<file path="src/rtl/systolic_mm_engine.sv">
// Output-stationary ROWS x COLS systolic matrix multiplier: C = A(ROWS x K) * B(K x COLS).
// Latency: first result row ROWS+COLS-1 cycles after the last operand beat, then one row per accepted cycle.
// Backpressure: in_ready only in FEED (bubbles allowed); result rows held stable while out_ready is low.
module systolic_mm_engine #(
    parameter int DATA_WIDTH = 8,
    parameter int ROWS       = 4,
    parameter int COLS       = 4,
    parameter int K_MAX      = 16,
    parameter int ACC_WIDTH  = 24
) (
    input  logic                                     clk,
    input  logic                                     rst,
    input  logic                                     start,
    input  logic [$clog2(K_MAX+1)-1:0]               k_len,
    input  logic                                     signed_mode,
    input  logic                                     in_valid,
    output logic                                     in_ready,
    input  logic [ROWS*DATA_WIDTH-1:0]               a_col,
    input  logic [COLS*DATA_WIDTH-1:0]               b_row,
    output logic                                     out_valid,
    input  logic                                     out_ready,
    output logic [COLS*ACC_WIDTH-1:0]                out_data,
    output logic [((ROWS > 1) ? $clog2(ROWS) : 1)-1:0] out_row_idx,
    output logic                                     busy,
    output logic                                     done
);

    localparam int KW = $clog2(K_MAX + 1);
    localparam int RW = (ROWS > 1) ? $clog2(ROWS) : 1;
    localparam int CW = $clog2(K_MAX + ROWS + COLS + 1);
    localparam int PW = 2 * DATA_WIDTH + 2;

    typedef enum logic [1:0] {ST_IDLE, ST_FEED, ST_FLUSH, ST_DRAIN} state_t;

    state_t          state_q, state_d;
    logic [CW-1:0]   cnt_q, cnt_d;
    logic [RW-1:0]   row_q, row_d;
    logic [KW-1:0]   klen_q, klen_d;
    logic            smode_q, smode_d;
    logic            done_q, done_d;
    logic            clr_acc;
    logic            accept;

    // Operand taps seen by each PE: {valid, data}
    logic [ROWS-1:0][COLS-1:0][DATA_WIDTH:0] a_tap;
    logic [ROWS-1:0][COLS-1:0][DATA_WIDTH:0] b_tap;
    logic [ROWS-1:0][COLS*ACC_WIDTH-1:0]     acc_rows;

    // Exact product of the (optionally sign-extended) operands, resized to the accumulator width.
    function automatic logic [ACC_WIDTH-1:0] mul_ext(input logic [DATA_WIDTH-1:0] a,
                                                     input logic [DATA_WIDTH-1:0] b,
                                                     input logic              sm);
        logic signed [PW-1:0] p;
        p = $signed({sm & a[DATA_WIDTH-1], a}) * $signed({sm & b[DATA_WIDTH-1], b});
        return ACC_WIDTH'(p);
    endfunction

    // Control state, counters and per-pass configuration
    always_ff @(posedge clk) begin
        if (rst) begin
            state_q <= ST_IDLE;
            cnt_q   <= '0;
            row_q   <= '0;
            klen_q  <= '0;
            smode_q <= 1'b0;
            done_q  <= 1'b0;
        end else begin
            state_q <= state_d;
            cnt_q   <= cnt_d;
            row_q   <= row_d;
            klen_q  <= klen_d;
            smode_q <= smode_d;
            done_q  <= done_d;
        end
    end

    // Next-state logic and handshake outputs
    always_comb begin
        state_d   = state_q;
        cnt_d     = cnt_q;
        row_d     = row_q;
        klen_d    = klen_q;
        smode_d   = smode_q;
        done_d    = 1'b0;
        clr_acc   = 1'b0;
        in_ready  = (state_q == ST_FEED);
        out_valid = (state_q == ST_DRAIN);
        busy      = (state_q != ST_IDLE);
        accept    = in_valid & (state_q == ST_FEED);
        out_data  = '0;
        if (state_q == ST_DRAIN) out_data = acc_rows[row_q];
        unique case (state_q)
            ST_IDLE: begin
                if (start && (k_len != '0) && (k_len <= KW'(K_MAX))) begin
                    klen_d  = k_len;
                    smode_d = signed_mode;
                    cnt_d   = '0;
                    clr_acc = 1'b1;
                    state_d = ST_FEED;
                end
            end
            ST_FEED: begin
                if (in_valid) begin
                    if (cnt_q == CW'(klen_q) - CW'(1)) begin
                        cnt_d   = '0;
                        state_d = ST_FLUSH;
                    end else begin
                        cnt_d = cnt_q + CW'(1);
                    end
                end
            end
            ST_FLUSH: begin
                // Last beat reaches PE(ROWS-1,COLS-1) ROWS+COLS-1 edges after acceptance
                if (cnt_q == CW'(ROWS + COLS - 2)) begin
                    cnt_d   = '0;
                    row_d   = '0;
                    state_d = ST_DRAIN;
                end else begin
                    cnt_d = cnt_q + CW'(1);
                end
            end
            ST_DRAIN: begin
                if (out_ready) begin
                    if (row_q == RW'(ROWS - 1)) begin
                        row_d   = '0;
                        done_d  = 1'b1;
                        state_d = ST_IDLE;
                    end else begin
                        row_d = row_q + RW'(1);
                    end
                end
            end
            default: state_d = ST_IDLE;
        endcase
    end

    assign out_row_idx = row_q;
    assign done        = done_q;

    // Row i: first i stages are input skew, the next COLS stages are the PE operand registers moving right
    for (genvar i = 0; i < ROWS; i++) begin : g_arow
        logic [DATA_WIDTH:0] ch_q [i+COLS];
        // Shift A operand with its valid bit one stage per cycle
        always_ff @(posedge clk) begin
            if (rst) begin
                for (int d = 0; d < i + COLS; d++) ch_q[d] <= '0;
            end else begin
                ch_q[0] <= {accept, a_col[i*DATA_WIDTH +: DATA_WIDTH]};
                for (int d = 1; d < i + COLS; d++) ch_q[d] <= ch_q[d-1];
            end
        end
        for (genvar j = 0; j < COLS; j++) begin : g_tap
            assign a_tap[i][j] = ch_q[i+j];
        end
    end

    // Column j: first j stages are input skew, the next ROWS stages are the PE operand registers moving down
    for (genvar j = 0; j < COLS; j++) begin : g_bcol
        logic [DATA_WIDTH:0] ch_q [j+ROWS];
        // Shift B operand with its valid bit one stage per cycle
        always_ff @(posedge clk) begin
            if (rst) begin
                for (int d = 0; d < j + ROWS; d++) ch_q[d] <= '0;
            end else begin
                ch_q[0] <= {accept, b_row[j*DATA_WIDTH +: DATA_WIDTH]};
                for (int d = 1; d < j + ROWS; d++) ch_q[d] <= ch_q[d-1];
            end
        end
        for (genvar i = 0; i < ROWS; i++) begin : g_tap
            assign b_tap[i][j] = ch_q[i+j];
        end
    end

    for (genvar i = 0; i < ROWS; i++) begin : g_pe_row
        for (genvar j = 0; j < COLS; j++) begin : g_pe
            logic [ACC_WIDTH-1:0] acc_q;
            // Accumulate only when both operands are real beats, so bubbles never disturb the sum
            always_ff @(posedge clk) begin
                if (rst || clr_acc) begin
                    acc_q <= '0;
                end else if (a_tap[i][j][DATA_WIDTH] && b_tap[i][j][DATA_WIDTH]) begin
                    acc_q <= acc_q + mul_ext(a_tap[i][j][DATA_WIDTH-1:0],
                                             b_tap[i][j][DATA_WIDTH-1:0], smode_q);
                end
            end
            assign acc_rows[i][j*ACC_WIDTH +: ACC_WIDTH] = acc_q;
        end
    end

endmodule
</file>
<file path="config.mk">
export PLATFORM = sky130hd
export DESIGN_NAME = systolic_mm_engine
export DESIGN_NICKNAME = d
export VERILOG_FILES = /design/src/rtl/systolic_mm_engine.sv
export SDC_FILE = /design/constraint.sdc
export NUM_CORES = 2
export LEC_CHECK = 0
export CAP_MARGIN = 40
export CORE_UTILIZATION = 50
export DETAILED_ROUTE_END_ITERATION = 8
export MAX_ROUTING_LAYER = met4
export PLACE_DENSITY = 0.68
export SLEW_MARGIN = 5
export SYNTH_ARGS = -nofsm -noshare
export SYNTH_HDL_FRONTEND = slang
export SYNTH_SLANG_ARGS = --single-unit
</file>
<file path="constraint.sdc">
create_clock -name clk -period 8.1 [get_ports clk]
set_clock_uncertainty 0.05 [all_clocks]
set_input_delay 2.43 -clock clk [delete_from_list [all_inputs] [get_ports clk]]
set_output_delay 2.43 -clock clk [all_outputs]
set_load 0.01 [all_outputs]
</file>
==> key figures <==
Die
  • Die Width: 430 um
  • Core region area: 181000 sq um
  • Die area: 185000 sq um
  • IO Pins: 177
  • Core Rows: 156
  • Starting Density: 50.5%
  • Die Y: 430 um

Clocking
  • # hold bufs at CTS: 0
  • CTS Sinks: 759
  • H-tree levels: 3
  • CTS max path bufs: 3
  • CTS tree: yes
  • Root Buffer: clkbuf_16
  • CTS buffer count: 95
  • CTS clk-pin slew, worst paths: 0.06 ns
  • Clk Latency, worst-skew pair: 0.76 ns

Finish
  • Synth-to-Final Area Change: 8.24%
  • Nets: 12.4k
  • Layout Cells excl Fill: 12.6k
  • Final Util: 54.7%
  • Most common cell after layout, fill and taps aside: inv_1
  • Ratio of cells with drive above 1 in the final layout: 4.32%
  • Filler Cell Count: 16.3k
  • Most frequent cells in the layout: inv_1, fa_1, ha_1

Global route
  • Pin count of the biggest net entering global routing: 164
  • Initial antenna violation count: 14
  • Total GRT Usage: 27.2%
  • GR peak layer: met2
  • Met1 GRT Util: 32.0%
  • Global-route wire length before repair: 389000 um
  • Met2 Track Usage GR: 45.9%
  • Total grt overflow: 0
  • Vias in the first global route: 73.0k
  • Met3 Resource Use GR: 2.70%

Synth
  • Compound-Gate Fraction of Synth Area: 9.37%
  • Simple-gate portion of the synthesized area: 17.7%
  • Post-synthesis sequential area ratio: 16.6%
  • Combinational family with the most area after synthesis: adder cells
  • Post-synthesis adder-cell area fraction: 38.5%
  • Distinct cells, synth: 85
  • FFs w/ async S/R, synth: 0%
  • Post-synth net total: 12.4k
  • Synth Area per Inst: 8.96 sq um
  • Mapped Cells: 10.2k
  • FF+latch count, synth: 759
  • Primary FF master, synth: dfxtp_1
  • Mapped Area: 91600 sq um
  • Yosys warning count: 0
  • Mux share of post-synthesis cell area: 4.87%
  • Post-synthesis xor/xnor area fraction: 5.43%
  • Number of synthesized flops with an enable pin: 0

STA
  • Minimum clock period after layout: 7.89 ns
  • Setup_tns: 0 ns
  • FMAX: 0.127 GHz
  • Final setup fails: 0
  • Final hold vios: 0
  • Period utilization: 97.4%
  • RSZ-0062 raised after global routing: yes
  • Slew headroom: 34.4%
  • Max Slew Vio Count: 0
  • Hold slack: 0.382 ns
  • Slew @ Worst Pin: 0.985 ns

Critical path
  • Crit. Startpoint: smode_q
  • Crit path max fanout: 10
  • Worst Setup EP: g_pe_row[2].g_pe[0].acc_q[21]
  • Reg-to-reg slack, setup: 0.21 ns
  • Worst Path Arrival: 8.53 ns
  • Worst setup EP type: register
  • Req. time, crit path: 8.74 ns
  • Worst Reg2Reg Path Length in Cells: 27
  • Reg-to-reg endpoint: g_pe_row[2].g_pe[0].acc_q[21]
  • R2R Path Start: smode_q
  • Critical path startpoint category: register
  • CP Class: register to register

Routing
  • Drt drc: 0
  • Vias per cell: 5.52
  • Vias: 69.7k
  • Number of DRC markers in iteration 0: 3792
  • DR pass1 iterations: 6
  • Final ANT Viol Nets: 0
  • WL/cell: 19.1 um
  • Post-Route WL: 242000 um

Power and ir drop
  • Leakage: 49.3 nW
  • Peak supply drop: 0.147 mV
  • Power Density: 96.8 nW/um^2
  • Total Power: 9.60 mW

Run status
  • Status: complete, no violations

Placed design
  • GPL Wtd Cong: 0.948
  • HPWL Detailed: 195000 um
  • Post-Place Cells: 12.4k
  • I/O Buffers: 176

Worst hold path
  • Min-delay worst type: register to register

Job
  • Max_cap viols: 0
metal layers:
metal / vias to the layer above / wire length [um]
met5: - / 0
met4: 0 / 14900
met2: 1692 / 118000
li1: 32995 / -
met1: 34490 / 99100
met3: 538 / 9860
state kept, by name (all words and copies together) (netlist names):
name,cells
g_pe_row.g_pe.acc_q,384
g_bcol.ch_q,180
g_arow.ch_q,179
cnt_q,5
klen_q,5
out_row_idx,2
state_q,2
done,1
smode_q,1
Yosys cell counts (96+ instances only):
cell type,number,area [sq um]
nor3_1,130,651
a21oi_1,403,2020
mux4_2,96,2160
dfxtp_1,759,15200
o21ai_0,149,746
a21o_1,141,1060
fa_1,1136,22700
nand3_1,132,661
mux2i_1,230,2300
and2_1,690,4320
clkbuf_1,385,1450
xnor2_1,458,4010
inv_1,1430,5370
xor2_1,110,963
a211oi_1,98,736
nor2b_1,419,2620
nor2_1,734,2760
nand2_1,875,3280
ha_1,1000,12500
cell families after synthesis:
logic type,count (synthesis)
adders and majority gates,2136
DFF,759
muxes,326
buffers and inverters,1848
xor gates and xnor gates,568
AOI/OAI and AO/OA,1321
and+or+nand+nor,3266
layout make-up:
type | instances | area [sq um] | area share (%)
sequential | 759 | 15200 | 15.3
inverter | 1435 | 5390 | 5.43
timing repair buffer | 265 | 2570 | 2.60
antenna | 16 | 40.0 | 0.0404
multi-input combinational | 7617 | 69600 | 70.1
clock inverter | 60 | 785 | 0.791
tap | 2370 | 2970 | 2.99
clock buffer | 116 | 2630 | 2.65
how the worst min path moves through the flow:
stage	from	to	cells after the start
6_report	g_arow[3].ch_q[2][1]	g_arow[3].ch_q[3][1]	1
5_1_grt	g_bcol[1].ch_q[0][5]	g_bcol[1].ch_q[0][14]	1
4_1_cts	g_arow[1].ch_q[0][1]	g_arow[1].ch_q[0][10]	1
3_5_place_dp	g_arow[1].ch_q[0][1]	g_arow[1].ch_q[0][10]	1
3_3_place_gp	g_arow[2].ch_q[1][5]	g_arow[2].ch_q[2][5]	1
2_1_floorplan	g_arow[1].ch_q[0][1]	g_arow[1].ch_q[0][10]	1
report_power, final:
group,internal [mW],switching (mW),total [mW]
clock,2.72,1.95,4.67
combinational,0.390,0.603,0.992
sequential,3.80,0.133,3.93
total,6.92,2.68,9.60
through the flow:
stage	instance area [sq um]	setup WS, ns
after floorplan	91600	0.551
after global placement	95600	0.446
after detailed placement	95600	0.310
after CTS	99100	0.231
after global routing	99100	-0.0449
final	99200	0.210
worst max-delay path, cell delays in order (launching register included):
cell and delay, ns:
dfxtp_2 0.46, buf_12 0.25, nand2_1 0.27, or2_2 0.37, fa_1 0.45, fa_1 0.49, inv_1 0.05, fa_1 0.44
fa_1 0.49, inv_1 0.05, fa_1 0.50, inv_1 0.04, ha_1 0.31, inv_1 0.09, o21bai_1 0.07, a21oi_1 0.22
nor2b_1 0.07, o21a_1 0.18, o311a_1 0.32, o41ai_1 0.34, xnor2_1 0.27, ha_1 0.33, or4_1 0.53, a31oi_1 0.20
a21oi_1 0.11, a21o_1 0.24, a2111oi_0 0.42, nand3b_1 0.17
timing repair:
item | 4_1_cts | 5_1_grt
setup buffers | 0 | 0
setup endpoints to repair | 0 | 12
gates resized for setup | 0 | 15
No activity file was read; power rests on OpenSTA's default activity.
